===== config.mk =====
export PLATFORM = sky130hd
export DESIGN_NAME = muldiv_issue
export DESIGN_NICKNAME = d
export VERILOG_FILES = /design/src/rtl/muldiv_issue.sv
export SDC_FILE = /design/constraint.sdc
export NUM_CORES = 1
export LEC_CHECK = 0
export BUFFER_PORTS_ARGS = -buffer_cell sky130_fd_sc_hd__buf_4
export CAP_MARGIN = 20
export CORE_MARGIN = 2
export CORE_UTILIZATION = 50
export DETAILED_ROUTE_END_ITERATION = 16
export GPL_TIMING_DRIVEN = 0
export HOLD_SLACK_MARGIN = 0.02
export PLACE_DENSITY = 0.85
export SLEW_MARGIN = 20
export SYNTH_ARGS = -nofsm -noshare
export SYNTH_HDL_FRONTEND = slang
export SYNTH_SLANG_ARGS = --single-unit
export TNS_END_PERCENT = 50

===== constraint.sdc =====
create_clock -name clk -period 3.59 [get_ports clk]
set_input_delay 1.077 -clock clk [delete_from_list [all_inputs] [get_ports clk]]
set_output_delay 1.077 -clock clk [all_outputs]
set_load 0.01 [all_outputs]

===== src/rtl/muldiv_issue.sv =====
`default_nettype none
// +----------------------------------------------------------------------------+
// | muldiv_issue : EX-stage issuer for the RV32M multiply/divide unit.          |
// | Optional watchdog: define MULDIV_TIMEOUT_EN.  Rev 1.0                       |
// +----------------------------------------------------------------------------+
module muldiv_issue #(
  parameter int TIMEOUT_CYCLES = 64
) (
  input  logic        clk,
  input  logic        rst_n,
  input  logic        in_valid,
  input  logic [2:0]  in_funct3,
  input  logic [31:0] in_rs1_val,
  input  logic [31:0] in_rs2_val,
  input  logic [4:0]  in_rd,
  input  logic        flush,
  output logic        stall,
  output logic        md_start,
  output logic [2:0]  md_opcode,
  output logic [31:0] md_rs1,
  output logic [31:0] md_rs2,
  input  logic        md_busy,
  input  logic        md_ready,
  input  logic [31:0] md_result,
  output logic        wb_valid,
  output logic [4:0]  wb_rd,
  output logic [31:0] wb_data,
  output logic        err
);

  localparam logic [2:0] c_IDLE  = 3'd0;
  localparam logic [2:0] c_ISSUE = 3'd1;
  localparam logic [2:0] c_WAIT  = 3'd2;
  localparam logic [2:0] c_WB    = 3'd3;
  localparam logic [2:0] c_DRAIN = 3'd4;

  logic [2:0]  r_state;
  logic [2:0]  w_next;
  logic [2:0]  r_opcode;
  logic [31:0] r_rs1;
  logic [31:0] r_rs2;
  logic [4:0]  r_rd;
  logic [4:0]  r_wb_rd;
  logic [31:0] r_wb_data;
  logic        w_accept;
  logic        w_capture;
  logic        w_timeout;

  assign w_accept  = (r_state == c_IDLE) && in_valid && !flush && !md_busy;
  assign w_capture = (r_state == c_WAIT) && md_ready && !flush;

  always_ff @(posedge clk) begin
    if (!rst_n) begin
      r_state <= c_IDLE;
    end else begin
      r_state <= w_next;
    end
  end

  always_comb begin
    w_next = r_state;
    case (r_state)
      c_IDLE:  if (w_accept) w_next = c_ISSUE;
      c_ISSUE: w_next = flush ? c_DRAIN : c_WAIT;
      c_WAIT: begin
        // A result arriving together with a flush is simply dropped.
        if (md_ready)       w_next = flush ? c_IDLE : c_WB;
        else if (w_timeout) w_next = c_IDLE;
        else if (flush)     w_next = c_DRAIN;
      end
      c_WB:    w_next = c_IDLE;
      c_DRAIN: if (md_ready || w_timeout) w_next = c_IDLE;
      default: w_next = c_IDLE;
    endcase
  end

  always_comb begin
    md_start = 1'b0;
    stall    = 1'b0;
    wb_valid = 1'b0;
    case (r_state)
      c_IDLE:  stall = in_valid && !flush;
      c_ISSUE: begin
        md_start = 1'b1;
        stall    = 1'b1;
      end
      c_WAIT:  stall = 1'b1;
      c_WB:    wb_valid = (r_rd != 5'd0) && !flush;
      c_DRAIN: stall = in_valid;
      default: stall = 1'b0;
    endcase
  end

  // Operands are only loaded on accept, so they stay frozen through WAIT/DRAIN.
  always_ff @(posedge clk) begin
    if (!rst_n) begin
      r_opcode  <= 3'd0;
      r_rs1     <= 32'd0;
      r_rs2     <= 32'd0;
      r_rd      <= 5'd0;
      r_wb_rd   <= 5'd0;
      r_wb_data <= 32'd0;
    end else begin
      if (w_accept) begin
        r_opcode <= in_funct3;
        r_rs1    <= in_rs1_val;
        r_rs2    <= in_rs2_val;
        r_rd     <= in_rd;
      end
      if (w_capture) begin
        r_wb_rd   <= r_rd;
        r_wb_data <= md_result;
      end
    end
  end

  assign md_opcode = r_opcode;
  assign md_rs1    = r_rs1;
  assign md_rs2    = r_rs2;
  assign wb_rd     = r_wb_rd;
  assign wb_data   = r_wb_data;

`ifdef MULDIV_TIMEOUT_EN
  localparam int c_CNT_W = $clog2(TIMEOUT_CYCLES + 1);

  logic [c_CNT_W-1:0] r_cnt;
  logic               r_err;
  logic               w_waiting;

  assign w_waiting = (r_state == c_WAIT) || (r_state == c_DRAIN);
  // Fires on the TIMEOUT_CYCLES-th cycle spent waiting (count starts at 0).
  assign w_timeout = w_waiting && !md_ready &&
                     (r_cnt == c_CNT_W'(TIMEOUT_CYCLES - 1));

  always_ff @(posedge clk) begin
    if (!rst_n) begin
      r_cnt <= '0;
      r_err <= 1'b0;
    end else begin
      if (w_accept) begin
        r_cnt <= '0;
      end else if (w_waiting && !w_timeout) begin
        r_cnt <= r_cnt + c_CNT_W'(1);
      end
      if (w_timeout) begin
        r_err <= 1'b1;
      end
    end
  end

  assign err = r_err;
`else
  logic [31:0] w_unused_timeout;

  assign w_unused_timeout = 32'(TIMEOUT_CYCLES);
  assign w_timeout        = 1'b0;
  assign err              = 1'b0;
`endif

endmodule
`default_nettype wire


Yosys cells after proc, flatten, opt, wreduce, memory -nomap -nowiden
Cells that the tools add are included.
{"block": "word_totals", "elab_cells": 37, "register_bits": 112, "in_bits": 110, "output_inout_bits": 108}
{"block": "op_classes", "n_eq_ne": 7, "n_reduce_logical": 13, "muxes": 10}
{"op": "3-bit two-way mux", "count": 5}
{"op": "3-bit case mux with 4 select lines", "count": 1}
{"op": "1-bit logical AND", "count": 7}
{"op": "3-bit by 2-bit == test with 1-bit output (second input constant)", "count": 2}
{"op": "5-bit nonzero test", "count": 1}
{"op": "2-bit != test (second input constant)", "count": 2}
{"op": "3-bit by 1-bit == test with 1-bit output (second input constant)", "count": 1}
{"op": "3-bit == test (second input constant)", "count": 1}
{"op": "3-bit zero test", "count": 1}
{"op": "3-bit != test (second input constant)", "count": 1}
{"op": "1-bit case mux with 3 select lines", "count": 1}
{"op": "3-bit AND reduction", "count": 1}
{"op": "1-bit zero test", "count": 2}
{"op": "1-bit two-way mux", "count": 2}
{"op": "2-bit two-way mux", "count": 1}
{"op": "2-bit OR reduction", "count": 1}

Depth between registers and ports, before layout
{"block": "depth", "word_depth": 6, "ltp_mapped": 7, "ltp_nobuf": 3}

Worst setup path before layout
Ideal clock, no wire load.
{"block": "synth_path", "path_kind": "input to output", "from": "input port flush", "to": "output port stall", "arrival_ns": 1.558, "n_path_buf": 0, "path_stages": 3, "slack_ns": 0.955, "t_required_ns": 2.513, "path_cell_list": "inv_1 a21oi_1 o32ai_1"}
{"block": "synth_via", "elab_chain_cells": 3}
{"element": "from (decl)", "line_no": "16", "rtl": "input logic flush,"}
{"element": "1-bit zero test", "line_no": "82", "rtl": "c_IDLE: stall = in_valid && !flush;"}
{"element": "1-bit logical AND", "line_no": "82"}
{"element": "1-bit case mux with 3 select lines", "line_no": "81", "rtl": "case (r_state)"}
{"element": "to (decl)", "line_no": "17", "rtl": "output logic stall,"}
Every way passes these cells.

Worst setup path in the final report
Same ends and word-level chain as after synthesis.

==> results.json <==
{
  "outcome": "finished, final reports clean",
  "syn_avg_cell_area_um2": 9.218,
  "htree_levels": 3,
  "drc": 0,
  "finalCritPeriodShare_pct": 81.28,
  "startpoint_type": "input pin",
  "overflow": 0,
  "cpMaxStageDelayCell": "o32ai_1",
  "yosys.area.top_type": "dfxtp_1",
  "grt_pass1_vias": 4152,
  "post-synth-top-count-cell": "nand2_1",
  "syn2layout_area_growth_pct": 42.58,
  "critical_path.most_common_cell": "buf_4",
  "cp_cell_sequence": "buf_4 -> inv_1 -> a21oi_1 -> o32ai_1 -> buf_4",
  "critical-path-top-delay-family": "buffers and inverters",
  "track_usage_pct": 23.58,
  "drt_iter0_drc": 89,
  "rsz0062_at_grt": "false",
  "yosysTopAreaCellShare_pct": 49.14,
  "setup_slack_ns": 0.6722,
  "core_um2": 8806,
  "ant_nets": 0,
  "ys_seq_area_share_pct": 49.14,
  "cp.arrival_ns": 1.84,
  "peakVddDrop_uv": 210.7,
  "fillers": 663,
  "cts-resized-gates": 0,
  "ctsRootBufferMaster": "clkbuf_8",
  "die_x_um": 99.53,
  "via_per_inst": 4.904,
  "vias": 4090,
  "grt_pass1_wl_um": 18990,
  "drive_above_1_share_pct": 34.30,
  "final-setup-viol-count": 0,
  "clkTransAtPathRegs_ns": 0.10,
  "dieArea_um2": 9906,
  "cts_buffers": 9,
  "drv_cap": 0,
  "gp_congestion": 0.7906,
  "diodes": 0,
  "rrSetupSlack_ns": 2.07,
  "hp-class": "reg -> reg",
  "end_kind": "output port",
  "critPathBufInv": 3,
  "post-cts-setup-buffers": 0,
  "yosysUniqueCellTypes": 24,
  "fin_worst_skew_ns": 0.01536,
  "port_buffers": 215,
  "synth.top_cells.by_area": "dfxtp_1 49%, mux2i_1 24%, nand2_1 18%",
  "clock_latency_ns": 0.36,
  "first_pass_iters": 4,
  "fin_tns_setup_ns": 0,
  "multi_input_comb_area_um2": 2046,
  "crit_required_ns": 2.51,
  "grt_max_degree": 18,
  "clockBufferDepth": 2,
  "fmax_ghz": 0.3427,
  "cellLeakagePower_uw": 0.002892,
  "register_area_um2": 2242,
  "clock-sinks": 112,
  "rows": 34,
  "ios": 218,
  "hpwl_um": 9225,
  "dieHeight_um": 99.53,
  "crit_path_max_incr_delay_ns": 0.28,
  "post_drt_wl_per_cell_um": 14.17,
  "start_util_pct": 51.82,
  "synth_commonest_cells": "213 x nand2_1, 112 x dfxtp_1, 109 x mux2i_1, 21 x clkbuf_1, 8 x buf_6",
  "wirelength_um": 11820,
  "hold_buffers": 0,
  "antenna_found_initial": 0,
  "holdWs_ns": 0.4624,
  "synth_nets": 605,
  "p_per_area_nw_per_um2": 354.6,
  "cts_tree": "yes",
  "nNetsFinal": 831,
  "cp_max_fo": 4,
  "ys.flop_type": "dfxtp_1",
  "ys_seq_elements": 112,
  "hold_viol": 0,
  "synth_area_um2": 4563,
  "synth_edf_count": 0,
  "yosys_warnings": 0,
  "dp_slack_ns": 0.6865,
  "period_minus_slack_ns": 2.918,
  "synthArstFlopShare_pct": 0,
  "worst-setup-path-type": "in -> out",
  "drv_slew": 0,
  "syn_inst": 495
}
power by group:
part / switching, uW / internal (uW) / leakage, uW
Clock: 405 / 313 / 0.0000958
Sequential: 16.7 / 1270 / 0.000907
Combinational: 136 / 164 / 0.00189
final cells by class:
| cell class | instances | area share (%) |
|---|---|---|
| tap | 108 | 2.077 |
| sequential | 112 | 34.46 |
| multi-input combinational | 343 | 31.44 |
| timing repair buffer | 215 | 24.81 |
| clock inverter | 3 | 0.3846 |
| inverter | 1 | 0.05769 |
| clock buffer | 13 | 2.596 |
| buffer | 39 | 4.173 |
state kept, by name (all words and copies together), names as in the netlist:
name       cells
wb_rd          5
md_rs2        32
wb_data       32
md_opcode      3
r_state        3
md_rs1        32
r_rd           5
per-layer routing:
| metal | routed length (um) | share of wire, % | track usage [%] |
|---|---|---|---|
| met1 | 4803 | 41 | 27.03 |
| met2 | 5947 | 50 | 41.68 |
| met3 | 748 | 6.3 | 5.903 |
| met4 | 319 | 2.7 | 10.01 |
| met5 | 0 | 0 | 0 |
final timing paths:
check | startpoint | to | cells after the start
setup / recovery | flush | stall | 5
hold / removal | md_rs1[0]$_SDFFE_PN0P_ | md_rs1[0]$_SDFFE_PN0P_ | 2
setup reg to reg | r_state[0]$_SDFFE_PN0P_ | md_rs2[2]$_SDFFE_PN0P_ | 6
hold reg to reg | md_rs1[0]$_SDFFE_PN0P_ | md_rs1[0]$_SDFFE_PN0P_ | 2
cell families (layout without fill, tap and decap cells):
group / count (synthesis) / count (layout) / synth area share [%]
buffers and inverters: 40 / 271 / 6.032
other: 1 / 1 / 0.08218
muxes: 109 / 109 / 23.91
and+or+nand+nor: 226 / 226 / 19.63
xor gates and xnor gates: 1 / 1 / 0.1920
DFF: 112 / 112 / 49.14
AOI/OAI and AO/OA: 6 / 6 / 1.015
worst reg2reg max path: cells and delay by family, from the launching register on:
kind	cells	cell delay, ns
buf+inv	3	0.59
simple gates	2	0.32
mux	1	0.23
flops	1	0.31
metrics by stage:
stage          power, uW  instances  util, %  area [um2]
2_1_floorplan       1450        495        -        4563
3_3_place_gp        1611        818    71.68        6312
3_5_place_dp        1619        818    71.68        6312
4_1_cts             2325        834    73.88        6506
5_1_grt             2412        834    73.88        6506
6_report            2307        834    73.88        6506
placed cells by master, fill, tap and decap left out, drive strengths merged:
master and instances:
nor2b 1, dfxtp 112, clkinv 2, xnor2 1, o32ai 1, buf 233
o2111a 1, and3 1, nand2 213, and2 2, conb 1, inv 1
nor2 3, and2b 1, clkbuf 34, and4b 2, a21oi 2, nor4b 2
mux2i 109, o31a 1, or4 1, clkinvlp 1, o21a 1
No activity file was read; power rests on OpenSTA's default activity.
